[config.mk]
export PLATFORM = sky130hd
export DESIGN_NAME = mem_wb_pipe
export DESIGN_NICKNAME = d
export VERILOG_FILES = /design/src/rtl/mem_wb_pipe.sv
export SDC_FILE = /design/constraint.sdc
export NUM_CORES = 1
export LEC_CHECK = 0
export BUFFER_PORTS_ARGS = -buffer_cell sky130_fd_sc_hd__buf_4
export CAP_MARGIN = 5
export CORE_UTILIZATION = 52
export CTS_CLUSTER_DIAMETER = 30
export DETAILED_ROUTE_END_ITERATION = 12
export PLACE_DENSITY_LB_ADDON = 0.15
export SKIP_LAST_GASP = 1
export SLEW_MARGIN = 20
export SYNTH_ARGS = -nofsm -noshare
export SYNTH_HDL_FRONTEND = slang
export SYNTH_SLANG_ARGS = --single-unit
[constraint.sdc]
create_clock -name clk -period 10.1 [get_ports clk]
set_input_delay 1.01 -clock clk [delete_from_list [all_inputs] [get_ports clk]]
set_output_delay 1.01 -clock clk [all_outputs]
set_load 0.01 [all_outputs]
[src/rtl/mem_wb_pipe.sv]
// MEM->WB pipeline buffer: a small circular FIFO carrying register-file and
// HI/LO write-back requests, with flush and NOP-gated outputs when empty.
module mem_wb_pipe #(
  parameter int DATA_W = 32,
  parameter int ADDR_W = 5,
  parameter int DEPTH  = 2
) (
  input  logic                         clk,
  input  logic                         rst,
  input  logic                         flush,
  input  logic                         mem_valid,
  output logic                         mem_ready,
  input  logic [ADDR_W-1:0]            mem_wd,
  input  logic                         mem_wreg,
  input  logic [DATA_W-1:0]            mem_wdata,
  input  logic                         mem_whilo,
  input  logic [DATA_W-1:0]            mem_hi,
  input  logic [DATA_W-1:0]            mem_lo,
  output logic                         wb_valid,
  input  logic                         wb_ready,
  output logic [ADDR_W-1:0]            wb_wd,
  output logic                         wb_wreg,
  output logic [DATA_W-1:0]            wb_wdata,
  output logic                         wb_whilo,
  output logic [DATA_W-1:0]            wb_hi,
  output logic [DATA_W-1:0]            wb_lo,
  output logic [$clog2(DEPTH+1)-1:0]   occupancy
);

  localparam int PTR_W   = $clog2(DEPTH);
  localparam int CNT_W   = $clog2(DEPTH + 1);
  localparam int ENTRY_W = ADDR_W + 2 + 3 * DATA_W;
  localparam logic [CNT_W-1:0] FULL_CNT = CNT_W'(DEPTH);

  // Handshake: a side transfers on a cycle where its valid and ready are both
  // high and flush is low. mem_ready and wb_valid depend only on registered
  // occupancy, so neither ready nor valid has a combinational input path.

  logic [ENTRY_W-1:0] store [DEPTH];
  logic [PTR_W-1:0]   wr_ptr;
  logic [PTR_W-1:0]   rd_ptr;
  logic [CNT_W-1:0]   count;
  logic [ENTRY_W-1:0] wr_entry;
  logic [ENTRY_W-1:0] rd_entry;
  logic               push;
  logic               pop;

  assign mem_ready = (count < FULL_CNT);
  assign wb_valid  = (count != '0);
  assign occupancy = count;

  assign push = mem_valid && mem_ready && !flush;
  assign pop  = wb_valid && wb_ready && !flush;

  assign wr_entry = {mem_wd, mem_wreg, mem_wdata, mem_whilo, mem_hi, mem_lo};

  // Storage is intentionally not reset; emptiness is tracked by count alone.
  always_ff @(posedge clk) begin
    if (push) begin
      store[wr_ptr] <= wr_entry;
    end
  end

  always_ff @(posedge clk or negedge rst) begin
    if (!rst) begin
      wr_ptr <= '0;
      rd_ptr <= '0;
      count  <= '0;
    end else if (flush) begin
      wr_ptr <= '0;
      rd_ptr <= '0;
      count  <= '0;
    end else begin
      if (push) begin
        wr_ptr <= wr_ptr + PTR_W'(1);
      end
      if (pop) begin
        rd_ptr <= rd_ptr + PTR_W'(1);
      end
      case ({push, pop})
        2'b10:   count <= count + CNT_W'(1);
        2'b01:   count <= count - CNT_W'(1);
        default: count <= count;
      endcase
    end
  end

  // Empty buffer presents a NOP: every field, including both write enables, is 0.
  assign rd_entry = wb_valid ? store[rd_ptr] : '0;
  assign {wb_wd, wb_wreg, wb_wdata, wb_whilo, wb_hi, wb_lo} = rd_entry;

endmodule

==> run_results.csv, run 1 <==
group,metric,value,unit
run_status,status,"finished clean",
setup_path,cp.required,9.09,ns
detailed_routing,post_drt_wl_per_cell,17.5,microns
sta,fin_worst_skew,0.00701,ns
clocking,h-tree-depth,2,
setup_path,timing.rr.start,"occupancy[1]",
yosys,synth_xor_area_share,0.218,%
yosys,synthAdderAreaFrac,0,%
clocking,cts_sinks,210,
sta,worstMarginPinSlew,1.08,ns
yosys,synth_mux_area_share,13.0,%
yosys,synth.ff_latch_count,210,
yosys,synth-simple-area-share,5.52,%
detailed_routing,drt-initial-drc-count,227,
yosys,netlist_area,8020,sq um
grt,gr-usage-all-layers,19.9,%
grt,antenna_found_initial,0,
yosys,yosysTopAreaCell,"edfxtp_1",
yosys,yosys-top-cells-area,"edfxtp_1 77%, mux2i_1 13%, nor2_1 4.9%, buf_8 1.3%, dfrtp_1 1.2%",
yosys,synth_nets,566,
yosys,synth_most_common_cell,"edfxtp_1",
sta,setup_viol,0,
place,io_buffer_count,214,
power,finalPower,2.47,mW
floorplanning,ioPinCount,215,
yosys,synth_cell_type_count,21,
detailed_routing,viasPerCell,5.11,
floorplanning,die-area,15900,sq um
sta,fmaxAchievable,252,MHz
sta,max_slew_margin,28.0,%
yosys,synth_flop_cell,"edfxtp_1",
yosys,ys_seq_area_share,78.4,%
setup_path,path_class,"reg -> out",
place,gp_congestion,0.739,
setup_path,endpoint_kind,"primary output",
clocking,cts_resized,0,
final_layout,layoutNonFillerInstCount,915,
floorplanning,die_x,126,microns
yosys,yosys_warnings,0,
floorplanning,num_rows,45,
clocking,cts_tree,"yes",
power,p_leak,4.18,nW
place,dp_cells,843,
setup_path,rrSetupSlack,7.44,ns
yosys,synth_edf_count,206,
yosys,syn_inst,458,
final_layout,area_growth_syn_to_layout,37.6,%
place,dpl_cell_area,9730,sq um
yosys,yosys-top-cells-count,"206 x edfxtp_1, 105 x nor2_1, 103 x mux2i_1, 8 x buf_2, 7 x buf_8",
grt,grt_pass1_wl,24.3,mm
clocking,clk_path_buf_depth,3,
clocking,clk_latency,0.50,ns
grt,grt_start_max_net_pins,73,
power,ir_drop,146,uV
setup_path,cp_max_fo,63,
yosys,syn_area_per_cell,17.5,sq um
yosys,async_flop_share,1.90,%
final_layout,utilization,72.9,%
clocking,root_buffer,"clkbuf_16",
sta,rsz0062_at_grt,"no",
sta,slew_violations,0,
detailed_routing,vias,4676,
sta,finalHoldViolations,0,
grt,grt-ovfl-total,0,
flow_run,cap_violations,0,
setup_path,critPathLaunchType,"register",
floorplanning,start_util,53.0,%
place,post-dp-hpwl,9.65,mm
setup_path,worst-r2r-cell-count,4,
yosys,synth_compound_area_share,0.296,%
detailed_routing,drt-pass1-iter-count,5,
yosys,yosysTopAreaCellShare,77.1,%
final_layout,fill_cells,980,
final_layout,diodes,0,
sta,post-route-period-util,39.3,%
final_layout,drive_gt1_share,39.6,%
min_path,hp-class,"in -> async",
clocking,post_cts_buffers,0,
yosys,synth_top_family_by_area,"multiplexers",
floorplanning,core_area,15100,sq um
grt,grt_pass1_vias,4824,
clocking,clk_pin_slew,0.04,ns
detailed_routing,wirelength,16.0,mm
clocking,cts_made_buffers,40,
sta,fin_crit,3.97,ns
sta,finalSetupTns,0,ns
setup_path,reg2reg_to,"store[1][88]",
final_layout,final_area,11000,sq um
detailed_routing,antenna_left,0,
power,power.density,224,nW/um^2
final_layout,final_nets,805,
clocking,ctsHoldBuffers,0,
floorplanning,die_h,126,microns
detailed_routing,route.detailed.drc,0,
setup_path,cp_data_arrival_time,2.96,ns
-- power by group --
| part | switching [mW] | total (mW) | leakage (nW) | internal [mW] |
|---|---|---|---|---|
| Combinational | 0.0987 | 0.193 | 1.61 | 0.0946 |
| Sequential | 0.0153 | 1.02 | 1.94 | 1.00 |
| Clock | 0.417 | 1.26 | 0.626 | 0.845 |
-- layer usage --
metal  up-vias  routed length [microns]  GRT usage, %  share of wire [%]
li1       2186                        -             -                  -
met1      2261                     6280          24.0                 39
met2       191                     8060          33.0                 50
met3        38                     1230          5.90                7.7
met4         0                      430          9.57                2.7
met5         -                        0             0                  0
-- worst max-delay path, cell delays in order (launching register included) --
cell and delay (ns):
dfrtp_4 0.89, buf_4 0.95, mux2i_1 0.28, nor2_1 0.09, buf_4 0.19
-- area by class of cell --
type | count | area [sq um] | area share, %
Sequential cell | 210 | 6290 | 57.0
Timing Repair Buffer | 220 | 1650 | 15.0
Tap cell | 188 | 235 | 2.13
Clock inverter | 26 | 267 | 2.41
Inverter | 2 | 7.51 | 0.0680
Clock buffer | 46 | 1040 | 9.46
Multi-Input combinational cell | 223 | 1550 | 14.0
-- sequential cells by signal, indices dropped and copies added, names as in the netlist --
register   flops
wr_ptr         1
store        206
occupancy      2
rd_ptr         1
-- worst max-delay path by stage --
| stage | start | to | slack, ns | depth (start not counted) |
|---|---|---|---|---|
| final | rd_ptr | wb_wd[4] | 6.13 | 4 |
| after global routing | rd_ptr | wb_hi[18] | 5.96 | 4 |
| after CTS | rd_ptr | wb_hi[11] | 6.09 | 4 |
| after detailed placement | rd_ptr | wb_hi[30] | 6.59 | 4 |
| after global placement | rd_ptr | wb_hi[30] | 6.60 | 4 |
| after floorplan | mem_valid | store[1][0] | 0.76 | 2 |
-- cell families after synthesis --
logic type / after synthesis
AOI/OAI and AO/OA: 4
xor gates and xnor gates: 2
buffers and inverters: 25
DFF: 210
muxes: 104
and+or+nand+nor: 113
-- metrics by stage --
stage	hold WS, ns	setup WS [ns]
after CTS	0.290	6.09
after detailed placement	0.578	6.59
final	0.305	6.13
after floorplan	0.519	0.757
after global routing	0.290	5.96
after global placement	0.553	6.60
-- placed cells by master (no fill, tap or decap), types with 3 or more instances in the layout --
cell type	count
buf_4	220
bufinv_16	4
clkbuf_1	5
clkbuf_16	41
clkinv_1	5
clkinv_2	4
clkinv_4	4
clkinvlp_4	5
dfrtp_1	3
edfxtp_1	206
inv_6	4
mux2i_1	103
nor2_1	105
Power figures use the tool's default switching activity.
==> run 2, diff against run 1 <==
clock period = 4.15 ns   (was 10.1 ns; I/O delays follow)
==> run_results.csv, run 2 (synthesized netlist as in run 1, its figures left out) <==
group,metric,value,unit
run_status,status,"finished clean",
final_layout,fill_cells,950,
clocking,cts_made_buffers,40,
detailed_routing,route.detailed.drc,0,
detailed_routing,drt-initial-drc-count,243,
clocking,root_buffer,"clkbuf_16",
place,dp_cells,843,
min_path,hold_depth,1,
clocking,ctsHoldBuffers,1,
final_layout,layoutNonFillerInstCount,918,
final_layout,layout_commonest_cell,"buf_4",
clocking,clk_pin_slew,0.05,ns
final_layout,top_register,"store",
detailed_routing,antenna_left,0,
clocking,clk_latency,0.50,ns
final_layout,final_nets,806,
grt,grt-ovfl-total,0,
setup_path,path_class,"reg -> out",
sta,post-route-period-util,70.0,%
setup_path,cp_data_arrival_time,2.49,ns
sta,setup_viol,0,
floorplanning,die_h,126,microns
grt,grt_start_max_net_pins,71,
sta,finalSetupTns,0,ns
final_layout,ff_latch_area,6290,sq um
final_layout,multi_input_area,1560,sq um
sta,max_slew_margin,33.7,%
sta,slew_violations,0,
sta,fin_crit,2.91,ns
power,pwr-share-clk,54.3,%
setup_path,crit_chain,"nor2_4 > buf_12 > nor2_1 > buf_4",
setup_path,cp.required,3.73,ns
setup_path,cp_max_fo,64,
grt,grt_pass1_vias,4794,
clocking,cts_resized,0,
final_layout,diodes,0,
clocking,h-tree-depth,2,
clocking,cts_sinks,210,
floorplanning,core_area,15100,sq um
clocking,cts_tree,"yes",
grt,grt_pass1_wl,24.6,mm
floorplanning,die_x,126,microns
setup_path,cp_top_family,"simple AND/OR/NAND/NOR gates",
setup_path,path_buf_inv,2,
floorplanning,ioPinCount,215,
setup_path,endpoint_kind,"primary output",
grt,antenna_found_initial,0,
power,power.density,573,nW/um^2
detailed_routing,wirelength,15.9,mm
detailed_routing,vias,4640,
place,post-dp-hpwl,9.55,mm
place,io_buffer_count,214,
grt,gr-usage-all-layers,20.2,%
floorplanning,die-area,15900,sq um
min_path,hp-class,"in -> reg",
detailed_routing,post_drt_wl_per_cell,17.3,microns
sta,worstMarginPinSlew,0.992,ns
power,p_comb_share,7.4,%
power,intPower,5.16,mW
grt,met2_usage,32.4,%
setup_path,cp_slowest_cell,"nor2_4",
power,p_leak,4.29,nW
detailed_routing,viasPerCell,5.05,
grt,grt-busiest-layer,"met2",
place,gp_congestion,0.763,
final_layout,drive_gt1_share,40.1,%
setup_path,critPathLaunchType,"register",
setup_path,worst-r2r-cell-count,3,
sta,finalHoldViolations,0,
setup_path,critPathMaxStageDelay,0.80,ns
power,finalPower,6.46,mW
power,ir_drop,444,uV
clocking,clk_path_buf_depth,3,
floorplanning,start_util,53.0,%
sta,fin_worst_skew,0.0159,ns
sta,fmaxAchievable,344,MHz
floorplanning,num_rows,45,
final_layout,largest_register_ffs,206,
setup_path,cp.depth,4,
grt,use_met1,24.9,%
power,p_seq_share,38.3,%
power,netSwitchingFraction,20.1,%
power,p_sw,1.30,mW
detailed_routing,drt-pass1-iter-count,4,
grt,grtUsageMet3,6.67,%
flow_run,cap_violations,0,
clocking,post_cts_buffers,0,
final_layout,final_cell_mix,"218 x buf_4, 206 x edfxtp_1, 105 x nor2_1",
final_layout,area_growth_syn_to_layout,40.5,%
sta,rsz0062_at_grt,"no",
## run 2: cell type report
cell class / instances / area share, %
tap: 188 / 2.09
timing repair buffer: 221 / 15.0
inverter: 2 / 0.0666
multi-input combinational: 223 / 13.8
clock inverter: 30 / 4.02
sequential: 210 / 55.8
clock buffer: 44 / 9.21
## run 2: final timing paths
check                           slack [ns]           end         start
worst max-delay path                  1.24  wb_wdata[26]  occupancy[1]
worst min-delay path                  0.09  store[1][18]    mem_lo[18]
worst max register to register        1.96  store[1][42]  occupancy[1]
worst min register to register        0.62        wr_ptr        wr_ptr
max in group asynchronous             3.78        rd_ptr           rst
min in group asynchronous             0.25  occupancy[1]           rst
## run 2: metal layers
layer	part of all wire, %	vias to the layer above
met5	0	-
met4	3.1	0
met3	7.2	35
met2	49	183
met1	41	2232
li1	-	2190
## run 2: worst register-to-register path, stage by stage (launching register included)
cell and delay [ns]:
dfrtp_1 0.47, nand2b_1 0.32, nor3b_4 0.26, buf_4 0.71
## run 2: power groups by stage
stage / clock [mW] / combinational (mW) / sequential (mW)
after floorplan: 0 / 0.260 / 2.49
after global placement: 0 / 0.471 / 2.51
after detailed placement: 0 / 0.481 / 2.51
after CTS: 3.57 / 0.486 / 2.47
after global routing: 3.66 / 0.517 / 2.48
final: 3.51 / 0.477 / 2.47
## run 2: stage by stage
stage	setup WS (ns)	area (sq um)	util [%]	hold slack [ns]
after global routing	1.09	11300	74.4	0.0675
after global placement	1.77	9770	64.5	0.222
after CTS	1.19	11300	74.4	0.0726
final	1.24	11300	74.4	0.0947
after detailed placement	1.73	9770	64.5	0.219
after floorplan	0.287	8040	-	0.119
==> run 3, diff against run 2 <==
clock period = 2.85 ns   (was 4.15 ns; I/O delays follow)
==> run_results.csv, run 3 (synthesized netlist as in run 1, its figures left out) <==
group,metric,value,unit
run_status,status,"finished clean",
grt,grt_pass1_wl,27.2,mm
detailed_routing,vias,5092,
clocking,cts_made_buffers,38,
setup_path,reg2reg_to,"store[1][27]",
clocking,h-tree-depth,2,
min_path,hp-class,"in -> reg",
setup_path,rrSetupSlack,0.94,ns
setup_path,cp_slowest_cell,"dfrtp_4",
final_layout,final_nets,914,
sta,setup_ws,0.350,ns
floorplanning,die_h,126,microns
sta,max_slew_margin,46.9,%
setup_path,cp-startpoint,"rd_ptr",
floorplanning,die-area,15900,sq um
place,dpl_cell_area,9840,sq um
final_layout,top_register,"store",
clocking,clk_pin_slew,0.04,ns
detailed_routing,post_drt_wl_per_cell,17.5,microns
final_layout,final_cell_mix,"224 x buf_4, 206 x edfxtp_1, 105 x nor2_1",
final_layout,diodes,0,
final_layout,drive_gt1_share,35.0,%
power,p_leak,4.66,nW
final_layout,area_growth_syn_to_layout,51.6,%
clocking,cts_sinks,210,
sta,fin_worst_skew,0.0156,ns
setup_path,timing.rr.start,"occupancy[1]",
floorplanning,die_x,126,microns
sta,rsz0062_at_grt,"no",
setup_path,cp_max_fo,33,
place,post-dp-hpwl,9.87,mm
grt,grt_start_max_net_pins,74,
detailed_routing,wirelength,17.8,mm
setup_path,crit_end,"wb_lo[23]",
detailed_routing,drt-initial-drc-count,282,
setup_path,endpoint_kind,"primary output",
setup_path,critPathMaxStageDelay,0.82,ns
floorplanning,core_area,15100,sq um
place,pre_cts_slack,0.937,ns
place,gp_congestion,0.749,
clocking,post_cts_buffers,0,
grt,antenna_found_initial,0,
detailed_routing,drt-pass1-iter-count,4,
final_layout,final_area,12200,sq um
setup_path,cp_data_arrival_time,2.22,ns
power,power.density,733,nW/um^2
sta,fin_crit,2.50,ns
setup_path,path_class,"reg -> out",
setup_path,cp.required,2.57,ns
setup_path,critPathLaunchType,"register",
sta,post-route-period-util,87.7,%
clocking,clk_path_buf_depth,3,
floorplanning,ioPinCount,215,
power,ir_drop,601,uV
floorplanning,start_util,53.0,%
sta,setup_viol,0,
sta,worstMarginPinSlew,0.797,ns
sta,holdWs,0.0206,ns
final_layout,layout_commonest_cell,"buf_4",
grt,gr-usage-all-layers,22.3,%
grt,grtUsageMet3,6.29,%
clocking,clk_latency,0.49,ns
floorplanning,num_rows,45,
final_layout,largest_register_ffs,206,
detailed_routing,route.detailed.drc,0,
detailed_routing,antenna_left,0,
sta,finalSetupTns,0,ns
grt,grt_pass1_vias,5370,
setup_path,crit_chain,"buf_4 > mux2i_1 > nor2_1 > buf_4",
clocking,root_buffer,"clkbuf_16",
grt,grt-busiest-layer,"met2",
sta,finalHoldViolations,0,
place,io_buffer_count,214,
setup_path,worst_path_most_repeated_cell,"buf_4",
grt,met2_usage,39.6,%
setup_path,worst-r2r-cell-count,3,
flow_run,cap_violations,0,
detailed_routing,viasPerCell,5.00,
clocking,cts_tree,"yes",
sta,fmaxAchievable,400,MHz
grt,use_met1,25.9,%
grt,grt-ovfl-total,0,
sta,slew_violations,0,
## run 3: cell types whose count changed in the layout (fill, tap and decap cells not counted), moves of 2 or more
cell	delta
dlygate4sd3_1	+103
buf_4	+6
bufinv_16	-4
inv_6	-4
clkbuf_16	-2
clkinvlp_4	-2
## run 3: worst min-delay path by stage
stage,cells after the start,slack (ns),start,end
floorplan,0,-0.01,rst,occupancy[0]
global placement,1,0.08,rst,rd_ptr
detailed placement,1,0.09,rst,rd_ptr
CTS,2,0.0008,flush,occupancy[0]
global route,2,0.004,flush,occupancy[0]
finish,2,0.02,flush,occupancy[0]
## run 3: per-stage QoR
stage / std cells / total power [mW] / util, %
floorplan: 458 / 4.01 / -
CTS: 1019 / 8.98 / 80.3
detailed placement: 850 / 4.36 / 65.0
global placement: 850 / 4.34 / 65.0
finish: 1019 / 8.92 / 80.3
global route: 1019 / 9.19 / 80.3
## run 3: what timing repair did
item / CTS / global route
gates resized for setup: 0 / 0
hold buffers: 104 / 0
hold endpoints to repair: 210 / 0
## run 3: critical path: cells and delay by family, from the launching register on
family / cells / cell delay [ns]
and+or+nand+nor: 1 / 0.09
muxes: 1 / 0.28
buffers and inverters: 2 / 0.52
DFF: 1 / 0.82
## run 3: cell type report
class	count	area, sq um
multi-input combinational	223	1570
timing repair buffer	331	2780
fill	811	2980
sequential	210	6290
tap	188	235
clock buffer	43	991
inverter	2	7.51
clock inverter	22	292
## run 3: routing by layer
metal	wire [microns]	vias up
li1	-	2400
met2	9310	196
met5	0	-
met4	378	0
met1	7020	2462
met3	1120	34
## run 3: power by group
group | internal (mW) | switching, mW
clock | 3.10 | 1.38
combinational | 0.443 | 0.394
sequential | 3.55 | 0.0527
